$ cat config.mk
export PLATFORM = sky130hd
export DESIGN_NAME = fetch_unit
export DESIGN_NICKNAME = d
export VERILOG_FILES = /design/src/rtl/fetch_unit.sv
export SDC_FILE = /design/constraint.sdc
export NUM_CORES = 1
export LEC_CHECK = 0
export BUFFER_PORTS_ARGS = -buffer_cell sky130_fd_sc_hd__buf_4
export CORE_AREA = 10 10 158 160
export CTS_BUF_LIST = sky130_fd_sc_hd__clkbuf_8
export CTS_CLUSTER_SIZE = 25
export DETAILED_ROUTE_END_ITERATION = 16
export DIE_AREA = 0 0 168 170
export GPL_ROUTABILITY_DRIVEN = 0
export PLACE_DENSITY = 0.75
export REMOVE_ABC_BUFFERS = 1
export SYNTH_ARGS = -nofsm -noshare
export SYNTH_HDL_FRONTEND = slang
export SYNTH_SLANG_ARGS = --single-unit
$ cat constraint.sdc
create_clock -name clk -period 2.9 [get_ports clk]
set_input_delay 0.29 -clock clk [delete_from_list [all_inputs] [get_ports clk]]
set_output_delay 0.29 -clock clk [all_outputs]
set_load 0.01 [all_outputs]
$ cat src/rtl/fetch_unit.sv
// Instruction fetch: credit-limited requests, in-order responses into a 2-entry decode buffer, redirect with stale-response discard.
// Response-to-dec_valid latency is one cycle; requests are throttled so outstanding + buffered never exceeds BUF_DEPTH.
module fetch_unit #(
  parameter logic [31:0] RESET_PC  = 32'h0000_0000,
  parameter int          BUF_DEPTH = 2
) (
  input  logic        clk,
  input  logic        reset,
  output logic        imem_req,
  output logic [31:0] imem_addr,
  input  logic        imem_gnt,
  input  logic        imem_rvalid,
  input  logic [31:0] imem_rdata,
  input  logic        redirect,
  input  logic [31:0] redirect_pc,
  output logic        dec_valid,
  input  logic        dec_ready,
  output logic [31:0] dec_instr,
  output logic [31:0] dec_pc,
  output logic [31:0] dec_pcplus4,
  output logic        dec_illegal
);

  localparam logic [2:0] CREDITS = 3'(BUF_DEPTH);

  typedef enum logic [1:0] {BOOT, RUN, DRAIN} state_t;

  state_t      state, state_nxt;
  logic [31:0] fetch_pc;
  logic [1:0]  outstanding, outstanding_nxt;
  logic [1:0]  discard, discard_nxt;
  logic [31:0] pcq0, pcq1;
  logic [31:0] buf_instr0, buf_instr1, buf_pc0, buf_pc1;
  logic [1:0]  occ;
  logic        grant, rsp, accept, pop, opcode_ok;
  logic        unused_pc_bits;

  assign unused_pc_bits = ^redirect_pc[1:0];

  assign imem_req  = (state != BOOT) && !redirect &&
                     (({1'b0, outstanding} + {1'b0, occ}) < CREDITS);
  assign imem_addr = fetch_pc;
  assign grant     = imem_req & imem_gnt;
  // Responses with nothing outstanding are stray and must not disturb any state.
  assign rsp       = imem_rvalid & (outstanding != 2'd0);
  assign accept    = rsp & ~redirect & (discard == 2'd0);
  assign pop       = dec_valid & dec_ready;

  assign outstanding_nxt = outstanding + {1'b0, grant} - {1'b0, rsp};

  always_comb begin
    discard_nxt = discard;
    if (redirect)
      discard_nxt = outstanding - {1'b0, rsp};
    else if (rsp && discard != 2'd0)
      discard_nxt = discard - 2'd1;
  end

  always_ff @(posedge clk or negedge reset) begin
    if (!reset) state <= BOOT;
    else        state <= state_nxt;
  end

  always_comb begin
    state_nxt = state;
    case (state)
      BOOT:    state_nxt = RUN;
      RUN:     if (redirect && outstanding != 2'd0) state_nxt = DRAIN;
      DRAIN:   if (discard_nxt == 2'd0) state_nxt = RUN;
      default: state_nxt = BOOT;
    endcase
  end

  always_ff @(posedge clk or negedge reset) begin
    if (!reset) begin
      fetch_pc    <= RESET_PC;
      outstanding <= 2'd0;
      discard     <= 2'd0;
      pcq0        <= 32'd0;
      pcq1        <= 32'd0;
      buf_instr0  <= 32'd0;
      buf_instr1  <= 32'd0;
      buf_pc0     <= 32'd0;
      buf_pc1     <= 32'd0;
      occ         <= 2'd0;
    end else begin
      outstanding <= outstanding_nxt;
      discard     <= discard_nxt;

      if (redirect)   fetch_pc <= {redirect_pc[31:2], 2'b00};
      else if (grant) fetch_pc <= fetch_pc + 32'd4;

      // Per-request PC queue; the head always belongs to the oldest outstanding request.
      case ({grant, rsp})
        2'b10: if (outstanding == 2'd0) pcq0 <= fetch_pc;
               else                     pcq1 <= fetch_pc;
        2'b01: pcq0 <= pcq1;
        2'b11: if (outstanding == 2'd1) pcq0 <= fetch_pc;
               else begin
                 pcq0 <= pcq1;
                 pcq1 <= fetch_pc;
               end
        default: ;
      endcase

      if (redirect) begin
        occ <= 2'd0;
      end else begin
        case ({accept, pop})
          2'b10: begin
            if (occ == 2'd0) begin
              buf_instr0 <= imem_rdata;
              buf_pc0    <= pcq0;
            end else begin
              buf_instr1 <= imem_rdata;
              buf_pc1    <= pcq0;
            end
            occ <= occ + 2'd1;
          end
          2'b01: begin
            buf_instr0 <= buf_instr1;
            buf_pc0    <= buf_pc1;
            occ        <= occ - 2'd1;
          end
          2'b11: begin
            if (occ == 2'd1) begin
              buf_instr0 <= imem_rdata;
              buf_pc0    <= pcq0;
            end else begin
              buf_instr0 <= buf_instr1;
              buf_pc0    <= buf_pc1;
              buf_instr1 <= imem_rdata;
              buf_pc1    <= pcq0;
            end
          end
          default: ;
        endcase
      end
    end
  end

  always_comb begin
    opcode_ok = 1'b0;
    case (buf_instr0[6:0])
      7'b0000011, 7'b0100011, 7'b0110011,
      7'b1100011, 7'b0010011, 7'b1101111: opcode_ok = 1'b1;
      default:                            opcode_ok = 1'b0;
    endcase
  end

  assign dec_valid   = (occ != 2'd0);
  assign dec_instr   = buf_instr0;
  assign dec_pc      = buf_pc0;
  assign dec_pcplus4 = buf_pc0 + 32'd4;
  assign dec_illegal = dec_valid & ((buf_instr0[1:0] != 2'b11) | ~opcode_ok);

endmodule
==> summary.md, run 1 <==
| Metric | Value |
|---|---|
| Final Hold Vio Count | 0 |
| Clock period minus worst slack | 2850 ps |
| DRC viols | 0 |
| Vias | 8,866 |
| Mapped cell area | 0.0107 mm² |
| Largest cells by area after synthesis | dfrtp_1 (52%), mux2_2 (9.2%), nand2_1 (7.5%), a31oi_1 (4.1%), nor2_1 (3.3%) |
| F_max | 351 MHz |
| First-pass iteration count of the detailed router | 5 |
| Synthesis-to-layout area growth | 30.5% |
| Die X-Extent | 168 µm |
| Startpoint Class | flop |
| Wire per inst | 17.5 µm |
| Fin crit share | 0.982 |
| Via density | 5.48 |
| Placed Cells | 1,485 |
| PortBufs | 196 |
| Worst-path fanout max | 16 |
| Gate Count Post-Synth | 1,053 |
| P_leak | 0.00647 µW |
| Hold Crit Depth | 3 |
| Clock Skew | 20.1 ps |
| CTS H-tree lvls | 2 |
| First-pass GRT wire length | 45,200 µm |
| FF+latch count, synth | 225 |
| Vias in the first global route | 8,847 |
| Hold wc startpoint | redirect_pc[24] |
| Mean Syn Cell Area | 10.2 µm² |
| Worst-path clk slew | 60 ps |
| Die H | 170 µm |
| Capturing point of the worst reg2reg path | pcq1[24]$_DFFE_PN0P_ |
| Initial antenna violation count | 0 |
| Seq/Total Area, Yosys | 0.525 |
| Post-DP HPWL | 18,600 µm |
| Commonest non-fill, non-tap cell in the layout | dfrtp_1 |
| Antenna fix cells | 0 |
| Worst r2r src | occ[0]$_DFFE_PN0P_ |
| Most frequent cells in the layout | dfrtp_1 (225), buf_4 (213), nand2_1 (212) |
| CTS buffer count | 37 |
| Crit path DAT | 3270 ps |
| Gr ovfl total | 0 |
| R2R depth | 12 |
| Largest net degree at the start of global routing | 91 |
| CP endpoint kind | flop |
| Slew Limit Fails | 0 |
| Synth Flop Type | dfrtp_1 |
| Slew @ Worst Pin | 822 ps |
| Core area | 0.0217 mm² |
| Distinct cell type count after synthesis | 64 |
| First DRT Iteration DRCs | 601 |
| Rows | 54 |
| Final WL | 28,400 µm |
| PwrDens | 982 mW/mm² |
| Hold WS | 22.5 ps |
| Routed wl met2 | 14,000 µm |
| Rel. slew slack | 0.447 |
| Worst hold path type | input port to flop |
| Clk_lat worst skew | 540 ps |
| WL met1 | 12,200 µm |
| Finished Layout Cells | 1,619 |
| CTS Sinks | 225 |
| CP Class | flop to flop |
| Global Route Usage Sum | 0.187 |
| # Max-Cap Violations | 0 |
| Synth warn | 0 |
| Yosys top cell area share | 0.525 |
| Die ar. | 0.0286 mm² |
| Post-synth EDFFs | 0 |
| Worst VDD drop | 409 µV |
| Post-DRT Antenna Nets | 0 |
| Hold Path End | imem_addr[24]$_DFFE_PN0P_ |
| Asr flop ratio synth | 1.00 |
| R2R setup slack | 50 ps |
| CTS tree | done |
| Status | finished clean |
| Fin nets | 1,398 |
| Required time of the critical path | 3320 ps |
| Largest area contributor in the netlist | dfrtp_1 |
| Num ports | 201 |
| CTS Buffer Depth | 3 |
| Met3 wire len | 1500 µm |
| Share of layout cells above drive strength 1 | 0.296 |
| Top layer reached by signal wires | met4 |
| Setup Viol. Count Final | 0 |
| Clock tree root driver cell | clkbuf_8 |
| Initial Util | 0.495 |
## synthesized netlist by cell type, types with 4 or more instances
| cell | n |
|---|---|
| dfrtp_1 | 225 |
| nand2_1 | 213 |
| nor2_1 | 94 |
| mux2_2 | 88 |
| a31oi_1 | 70 |
| o21ai_0 | 53 |
| xnor2_1 | 32 |
| a22oi_1 | 30 |
| clkbuf_1 | 26 |
| buf_4 | 24 |
| nand4_1 | 22 |
| nand3_1 | 21 |
| buf_2 | 15 |
| xor2_1 | 12 |
| ha_1 | 11 |
| inv_1 | 11 |
| and3_1 | 9 |
| a21oi_1 | 6 |
| a221o_1 | 5 |
| mux2i_1 | 5 |
| nand2b_1 | 5 |
| nor4_1 | 5 |
| nor3_1 | 4 |
| o211ai_1 | 4 |
| o21ai_1 | 4 |
## registers in the layout, indices dropped and copies added, names as in the netlist
register,cells
buf_instr1,32
pcq0,31
occ,2
dec_instr,32
pcq1,30
outstanding,2
buf_pc1,31
state,2
discard,2
imem_addr,30
dec_pc,31
## where the power goes
| part | switching (µW) | total, µW | internal (µW) |
|---|---|---|---|
| clock network | 1250 | 2520 | 1280 |
| logic | 2720 | 5570 | 2850 |
| registers | 1180 | 5650 | 4480 |
## cell families (layout without fill, tap and decap cells)
kind of cell	count (synthesis)	after routing	share of synthesized area
AOI/OAI and AO/OA	195	195	0.117
buffers and inverters	82	367	0.0416
muxes	96	96	0.100
adders and majority gates	12	12	0.0147
and+or+nand+nor	398	398	0.165
DFF	225	225	0.525
other	1	2	0.000350
xor gates and xnor gates	44	44	0.0359
## worst max path at each step
stage	start	endpoint	cells after the start
after floorplan	outstanding[0]$_DFF_PN0_	pcq0[10]$_DFFE_PN0P_	11
after detailed placement	occ[0]$_DFFE_PN0P_	pcq1[10]$_DFFE_PN0P_	11
after CTS	occ[0]$_DFFE_PN0P_	pcq1[18]$_DFFE_PN0P_	11
final	occ[0]$_DFFE_PN0P_	pcq1[24]$_DFFE_PN0P_	12
after global routing	occ[0]$_DFFE_PN0P_	pcq1[24]$_DFFE_PN0P_	12
after global placement	occ[0]$_DFFE_PN0P_	pcq1[5]$_DFFE_PN0P_	11
## what timing repair did
| item | in CTS | in global routing |
|---|---|---|
| endpoints found under the hold margin | 147 | 0 |
| setup endpoints to repair | 0 | 62 |
| resized for setup | 0 | 20 |
| setup buffers | 0 | 5 |
| hold buffers | 62 | 0 |
## critical path: stages (launching register included)
cell	delay, ps
dfrtp_1	380
inv_1	80
nor2_1	50
fa_2	330
o21bai_4	180
or4b_4	580
clkinv_4	90
ha_2	180
mux2i_1	90
o22ai_2	110
buf_6	160
clkbuf_16	180
mux2_2	340
## layout make-up
type / instances / area [µm²]
Fill cell: 1644 / 7690
Sequential cell: 225 / 5630
Multi-Input combinational cell: 747 / 4740
Timing Repair Buffer: 293 / 2580
Clock buffer: 40 / 551
Tap cell: 280 / 350
Clock inverter: 22 / 105
Inverter: 12 / 50.0
## through the flow
stage,instance area (µm²),worst slack (ps),utilization,setup TNS [ps],power (µW)
floorplan,10300,-1580,-,-131890,8370
global placement,12500,111,0.577,0,10800
detailed placement,12500,15.2,0.577,0,11000
CTS,13800,11.2,0.636,0,13600
global route,14000,-33.5,0.645,-518,14700
finish,14000,51.6,0.645,0,13700
## per-layer routing
layer | up-vias | track usage
met5 | - | 0
met4 | 0 | 0.0666
met3 | 56 | 0.0405
met2 | 261 | 0.311
met1 | 4331 | 0.235
li1 | 4218 | -
Note: power is estimated with default switching activity, not from simulation.
==> run 2, diff against run 1 <==
--- a/config.mk
+++ b/config.mk
@@ -5,12 +5,13 @@
 export SDC_FILE = /design/constraint.sdc
 export NUM_CORES = 1
 export LEC_CHECK = 0
+export ABC_AREA = 1
 export BUFFER_PORTS_ARGS = -buffer_cell sky130_fd_sc_hd__buf_4
-export CORE_AREA = 10 10 158 160
+export CORE_AREA = 10 10 163 165
 export CTS_BUF_LIST = sky130_fd_sc_hd__clkbuf_8
 export CTS_CLUSTER_SIZE = 25
 export DETAILED_ROUTE_END_ITERATION = 16
-export DIE_AREA = 0 0 168 170
+export DIE_AREA = 0 0 173 175
 export GPL_ROUTABILITY_DRIVEN = 0
 export PLACE_DENSITY = 0.75
 export REMOVE_ABC_BUFFERS = 1
==> run 2 against run 1 <==
Effect of this change:
- first-iteration DRC count is 60% higher
- sequential power is 2% lower
- worst setup slack better by 180 ps
- routed wire length is 9.9% higher
- critical endpoint is now dec_pcplus4[26]
- largest power group unchanged
==> summary.md, run 2 <==
| Metric | Value |
|---|---|
| Die X-Extent | 173 µm (+3.0%) |
| CP Class | flop to output pin |
| Slew Limit Fails | 0 (unchanged) |
| Clk_lat worst skew | 530 ps (about the same) |
| Num ports | 201 (unchanged) |
| PwrDens | 971 mW/mm² (-1.1%) |
| Global Route Usage Sum | 0.201 (+0.0145) |
| Share of layout cells above drive strength 1 | 0.169 (-0.127) |
| Routed wl met2 | 13,400 µm (-3.7%) |
| CTS Buffer Depth | 3 (unchanged) |
| Synthesis-to-layout area growth | 23.6% |
| Gr ovfl total | 0 (unchanged) |
| Sum Neg Setup Slack | 0 ps (unchanged) |
| Distinct cell type count after synthesis | 37 (-42%) |
| Yosys top cell area share | 0.490 (-0.0353) |
| CTS buffer count | 39 (+5.4%) |
| P_leak | 0.00758 µW (+17%) |
| Wire per inst | 15.2 µm (-13%) |
| Mean Syn Cell Area | 7.64 µm² (-25%) |
| RSZ-0062 raised after global routing | false |
| Met3 wire len | 2500 µm (+66%) |
| Synth warn | 0 (unchanged) |
| Largest cells by area after synthesis | dfrtp_1 (49%), nand2_1 (19%), inv_1 (6.0%), o21ai_0 (4.9%), o211ai_1 (3.8%) |
| Largest area contributor in the netlist | dfrtp_1 |
| Clock Skew | 16.6 ps (-3.45 ps) |
| PortBufs | 196 (unchanged) |
| Gate Count Post-Synth | 1,506 (+43%) |
| Clock period minus worst slack | 2670 ps (-180 ps) |
| Core area | 0.0233 mm² (+7.3%) |
| Worst-path fanout max | 5 (-11) |
| Rel. slew slack | 0.524 (+0.0777) |
| First-pass iteration count of the detailed router | 6 (+1) |
| Mapped cell area | 0.0115 mm² (+7.2%) |
| WL met1 | 14,700 µm (+20%) |
| CTS tree | done |
| Clock tree root driver cell | clkbuf_8 |
| Status | finished clean |
| First DRT Iteration DRCs | 962 (+60%) |
| Startpoint Class | flop |
| Vias | 10,400 (+18%) |
| Commonest non-fill, non-tap cell in the layout | nand2_1 |
| Vias in the first global route | 9,855 (+11%) |
| FF+latch count, synth | 225 (unchanged) |
| Initial Util | 0.494 (about the same) |
| Final Hold Vio Count | 0 (unchanged) |
| Most common cell in the netlist | nand2_1 |
| Post-CTS setup buffer count | 0 (unchanged) |
| Rows | 56 (+3.7%) |
| Asr flop ratio synth | 1.00 (unchanged) |
| Setup Viol. Count Final | 0 (unchanged) |
| Pwr Total | 13,800 µW (+0.41%) |
| F_max | 375 MHz (+6.7%) |
| Via density | 5.10 (-6.9%) |
| Crit path DAT | 2380 ps (-890 ps) |
| Slew @ Worst Pin | 713 ps (-109 ps) |
| Post-DRT Antenna Nets | 0 (unchanged) |
| Fin crit share | 0.920 (-0.0620) |
| CTS Sinks | 225 (unchanged) |
| Worst-path clk slew | 60 ps (about the same) |
| Seq/Total Area, Yosys | 0.490 (-0.0353) |
| CP endpoint kind | output pin |
| Synth Flop Type | dfrtp_1 |
| Post-synth EDFFs | 0 (unchanged) |
| First-pass GRT wire length | 51,100 µm (+13%) |
| Die ar. | 0.0303 mm² (+6.0%) |
| # Max-Cap Violations | 0 (unchanged) |
| Initial antenna violation count | 0 (unchanged) |
| CTS H-tree lvls | 2 (unchanged) |
| Final WL | 31,200 µm (+9.9%) |
| Most frequent cells in the layout | nand2_1 (570), dfrtp_1 (225), buf_4 (208) |
| Worst hold path type | input port to flop |
| Post-DP HPWL | 22,100 µm (+19%) |
| Largest net degree at the start of global routing | 92 (+1.1%) |
| DRC viols | 0 (unchanged) |
| Fin nets | 1,787 (+28%) |
| Die H | 175 µm (+2.9%) |
| Required time of the critical path | 2610 ps (-710 ps) |
| Top layer reached by signal wires | met4 |
| Worst VDD drop | 347 µV (-15%) |
| Post-synth top cells | nand2_1 (570), dfrtp_1 (225), inv_1 (184) |
| Antenna fix cells | 0 (unchanged) |
-- run 2: changes by cell type in the layout (fill, tap and decap cells not counted), sizes merged, moves of 12 or more --
cell,delta
a22oi,-30
a31oi,-66
dlygate4sd3,-50
inv,+171
mux2,-91
nand2,+359
nand3,+27
nand4,-12
o211ai,+54
o21ai,+58
o22ai,+37
xnor2,-21
xor2,+14
-- run 2: report_power, final --
part / switching [µW] / internal, µW / total [µW]
Sequential: 1090 / 4430 / 5530
Clock: 1270 / 1740 / 3010
Combinational: 3050 / 2210 / 5260
Total: 5410 / 8390 / 13800
-- run 2: cell families (layout without fill, tap and decap cells) --
logic type	count (synthesis)	in the layout	synth area share
xor gates and xnor gates	37	37	0.0282
AOI/OAI and AO/OA	232	232	0.120
buffers and inverters	259	481	0.0937
and+or+nand+nor	740	740	0.255
other	1	2	0.000326
DFF	225	225	0.490
adders and majority gates	12	12	0.0137
-- run 2: through the flow --
stage               instances  setup slack (ps)  hold slack, ps  utilization  area, µm²
floorplan                1436              -947           -5.59            -      11100
global placement         1971               271             367        0.570      13300
detailed placement       1971               188             370        0.570      13300
CTS                      2048              36.6            5.24        0.610      14200
global route             2048              30.7            11.9        0.611      14200
finish                   2048               231            28.7        0.611      14200
-- run 2: metal layers --
layer  GRT usage  vias to the layer above
met1       0.285                     4832
li1            -                     5162
met5           0                        -
met4      0.0510                        0
met2       0.299                      410
met3      0.0528                       37
-- run 2: layout make-up --
type | instances | area, µm²
Fill cell | 2061 | 9050
Multi-Input combinational cell | 1023 | 4830
Sequential cell | 225 | 5630
Timing Repair Buffer | 228 | 1840
Inverter | 188 | 708
Tap cell | 319 | 399
Clock buffer | 51 | 702
Clock inverter | 14 | 110
-- run 2: final timing paths --
path / startpoint / endpoint / slack, ps / cells past startpoint
worst max register to register: outstanding[0]$_DFF_PN0_ / pcq0[26]$_DFFE_PN0P_ / 280 / 14
min in group asynchronous: reset / dec_instr[22]$_DFFE_PN0P_ / 390 / 2
worst max-delay path: dec_pc[2]$_DFFE_PN0P_ / dec_pcplus4[26] / 230 / 8
worst min-delay path: redirect_pc[5] / imem_addr[5]$_DFFE_PN0P_ / 30 / 3
worst min register to register: pcq0[3]$_DFFE_PN0P_ / pcq0[3]$_DFFE_PN0P_ / 470 / 2
max in group asynchronous: reset / imem_addr[31]$_DFFE_PN0P_ / 1740 / 3
-- run 2: worst max-delay path, stage by stage (launching register included) --
cell and delay, ps:
dfrtp_1 420, ha_1 220, nand3_2 150, inv_1 110
nand2_1 110, nor2_1 270, nand3_1 140, xor2_1 260
buf_4 180
-- run 2: what timing repair did --
action	in CTS	in global routing
resized for setup	0	4
endpoints found under the setup margin	0	62
hold buffers	12	0
hold endpoints to repair	99	0
==> run 3, diff against run 2 <==
--- a/config.mk
+++ b/config.mk
@@ -6,14 +6,14 @@
 export NUM_CORES = 1
 export LEC_CHECK = 0
 export ABC_AREA = 1
-export BUFFER_PORTS_ARGS = -buffer_cell sky130_fd_sc_hd__buf_4
 export CORE_AREA = 10 10 163 165
 export CTS_BUF_LIST = sky130_fd_sc_hd__clkbuf_8
 export CTS_CLUSTER_SIZE = 25
 export DETAILED_ROUTE_END_ITERATION = 16
 export DIE_AREA = 0 0 173 175
+export DONT_BUFFER_PORTS = 1
 export GPL_ROUTABILITY_DRIVEN = 0
-export PLACE_DENSITY = 0.75
+export PLACE_DENSITY = 0.67
 export REMOVE_ABC_BUFFERS = 1
 export SYNTH_ARGS = -nofsm -noshare
 export SYNTH_HDL_FRONTEND = slang
==> run 3 against run 2 <==
Effect of this change:
- the run now ends with hold timing left
- sequential power up 6.5%
- core utilization is 4.8 points lower
- critical endpoint is now dec_pcplus4[24]
- via count down 6.6%
- clock skew is 7.6 ps higher
- sequential share of layout area is 3.4 points higher
- design area shrank 7.9%
- largest power group unchanged
==> summary.md, run 3 (synthesized netlist as in run 2, its figures left out) <==
| Metric | Value |
|---|---|
| Status | finished, violations left |
| Failing checks | hold timing |
| Most frequent cells in the layout | nand2_1 (570), dfrtp_1 (223), inv_1 (197) |
| Initial antenna violation count | 0 (unchanged) |
| F_max | 369 MHz (-1.6%) |
| R2R setup slack | 280 ps (about the same) |
| First-pass GRT wire length | 49,000 µm (-4.1%) |
| Slew @ Worst Pin | 1030 ps (+317 ps) |
| Core area | 0.0233 mm² (unchanged) |
| Global Route Usage Sum | 0.191 (-0.00956) |
| CTS H-tree lvls | 2 (unchanged) |
| Clock Skew | 24.2 ps (+7.63 ps) |
| Antenna fix cells | 0 (unchanged) |
| Net Sw Frac | 0.414 (+0.0216) |
| Sequential share of power | 0.478 (+0.077) |
| Clk_lat worst skew | 540 ps (about the same) |
| Sum Neg Setup Slack | 0 ps (unchanged) |
| Vias in the first global route | 9,284 (-5.8%) |
| Power share of the combinational group | 0.303 (-0.078) |
| Required time of the critical path | 2610 ps (about the same) |
| PwrDens | 942 mW/mm² (-3.0%) |
| Fin util | 0.563 (-0.0482) |
| Clock period minus worst slack | 2710 ps (+42.8 ps) |
| # hold bufs at CTS | 62 (+50) |
| CTS Buffer Depth | 3 (unchanged) |
| Commonest non-fill, non-tap cell in the layout | nand2_1 |
| Hold WS | -559 ps (-588 ps) |
| First-pass iteration count of the detailed router | 5 (-1) |
| Worst-path fanout max | 5 (unchanged) |
| Final Hold Vio Count | 225 (+225) |
| Post-DRT Antenna Nets | 0 (unchanged) |
| Finished Layout Cells | 1,899 (-7.3%) |
| Slew Limit Fails | 0 (unchanged) |
| Synthesis-to-layout area growth | 13.8% |
| Startpoint Class | flop |
| CP endpoint kind | output pin |
| Num ports | 201 (unchanged) |
| Cell Int Power | 7230 µW (-14%) |
| Rows | 56 (unchanged) |
| Worst hold path type | input port to asynchronous set/reset pin |
| Vias | 9,754 (-6.6%) |
| Wire per inst | 15.8 µm (+3.8%) |
| Crit path DAT | 2420 ps (+40 ps) |
| NetSw | 5100 µW (-5.7%) |
| Final worst slack | 189 ps (-42.8 ps) |
| Die H | 175 µm (unchanged) |
| First DRT Iteration DRCs | 776 (-19%) |
| CP Class | flop to output pin |
| Die ar. | 0.0303 mm² (unchanged) |
| Placed Cells | 1,773 (-10%) |
| Final WL | 30,000 µm (-3.7%) |
| CTS buffer count | 41 (+5.1%) |
| P_leak | 0.00675 µW (-11%) |
| CTS Sinks | 225 (unchanged) |
| Fin crit share | 0.935 (+0.0147) |
| Clk pwr share | 0.219 (about the same) |
| Rel. slew slack | 0.311 (-0.213) |
| Worst VDD drop | 472 µV (+36%) |
| Largest net degree at the start of global routing | 226 (+150%) |
| Worst-path clk slew | 60 ps (about the same) |
| Post-DP HPWL | 20,500 µm (-7.4%) |
| Pre-CTS WS | 164 ps (-23.7 ps) |
| Via density | 5.14 (+0.75%) |
| Share of layout cells above drive strength 1 | 0.0557 (-0.113) |
| Die X-Extent | 173 µm (unchanged) |
| Clock tree root driver cell | clkbuf_8 |
| Gr ovfl total | 0 (unchanged) |
| Fin nets | 1,641 (-8.2%) |
| PortBufs | 0 (-100%) |
| Setup Viol. Count Final | 0 (unchanged) |
| CTS tree | done |
| # Max-Cap Violations | 0 (unchanged) |
| Initial Util | 0.494 (unchanged) |
| DRC viols | 0 (unchanged) |
run 3: final timing paths:
path | from | end | cells past startpoint
worst max register to register | outstanding[0]$_DFF_PN0_ | pcq0[20]$_DFFE_PN0P_ | 14
worst min-delay path | reset | dec_instr[20]$_DFFE_PN0P_ | 0
worst max-delay path | dec_pc[3]$_DFFE_PN0P_ | dec_pcplus4[24] | 8
worst min register to register | pcq0[23]$_DFFE_PN0P_ | pcq0[23]$_DFFE_PN0P_ | 2
max in group asynchronous | reset | imem_addr[7]$_DFFE_PN0P_ | 0
min in group clk | redirect | imem_addr[14]$_DFFE_PN0P_ | 3
run 3: layer usage:
metal / up-vias / track usage / wire (µm)
met5: - / 0 / 0
met1: 4495 / 0.264 / 14000
met4: 0 / 0.0596 / 670
met3: 53 / 0.0617 / 2750
li1: 4865 / - / -
met2: 341 / 0.280 / 12600
run 3: worst max-delay path: stages, from the launching register on:
cell and delay (ps):
dfrtp_2 450, ha_1 220, nand3_1 190, inv_1 130, nand2_1 110, nor2_1 180, nand2_1 120, nor2_1 170
xor2_1 290
run 3: per-stage QoR:
step / instance area, µm² / hold WS, ps / power, µW
2_1_floorplan: 11100 / -5.59 / 8310
3_3_place_gp: 11700 / 1.21 / 9450
3_5_place_dp: 11700 / 1.78 / 9590
4_1_cts: 13100 / -587 / 12400
5_1_grt: 13100 / -589 / 13400
6_report: 13100 / -559 / 12300
run 3: layout make-up:
class                      count  area (µm²)
tap                          319         399
clock inverter                18        85.1
clock buffer                  46         633
inverter                     188         708
multi-input combinational   1023        4830
fill                        2159       10200
timing repair buffer          80         806
sequential                   225        5630
run 3: what timing repair did:
action                                 CTS  global route
gates resized for setup                  0             5
setup endpoints to repair                0            61
setup buffers                            0             0
endpoints found under the hold margin  319           225
run 3: power groups by stage:
stage / Clock (µW) / Sequential (µW) / Combinational, µW
after floorplan: 0 / 5480 / 2830
after global placement: 0 / 5900 / 3550
after detailed placement: 0 / 5940 / 3650
after CTS: 2790 / 5890 / 3750
after global routing: 2930 / 6090 / 4350
final: 2700 / 5890 / 3730
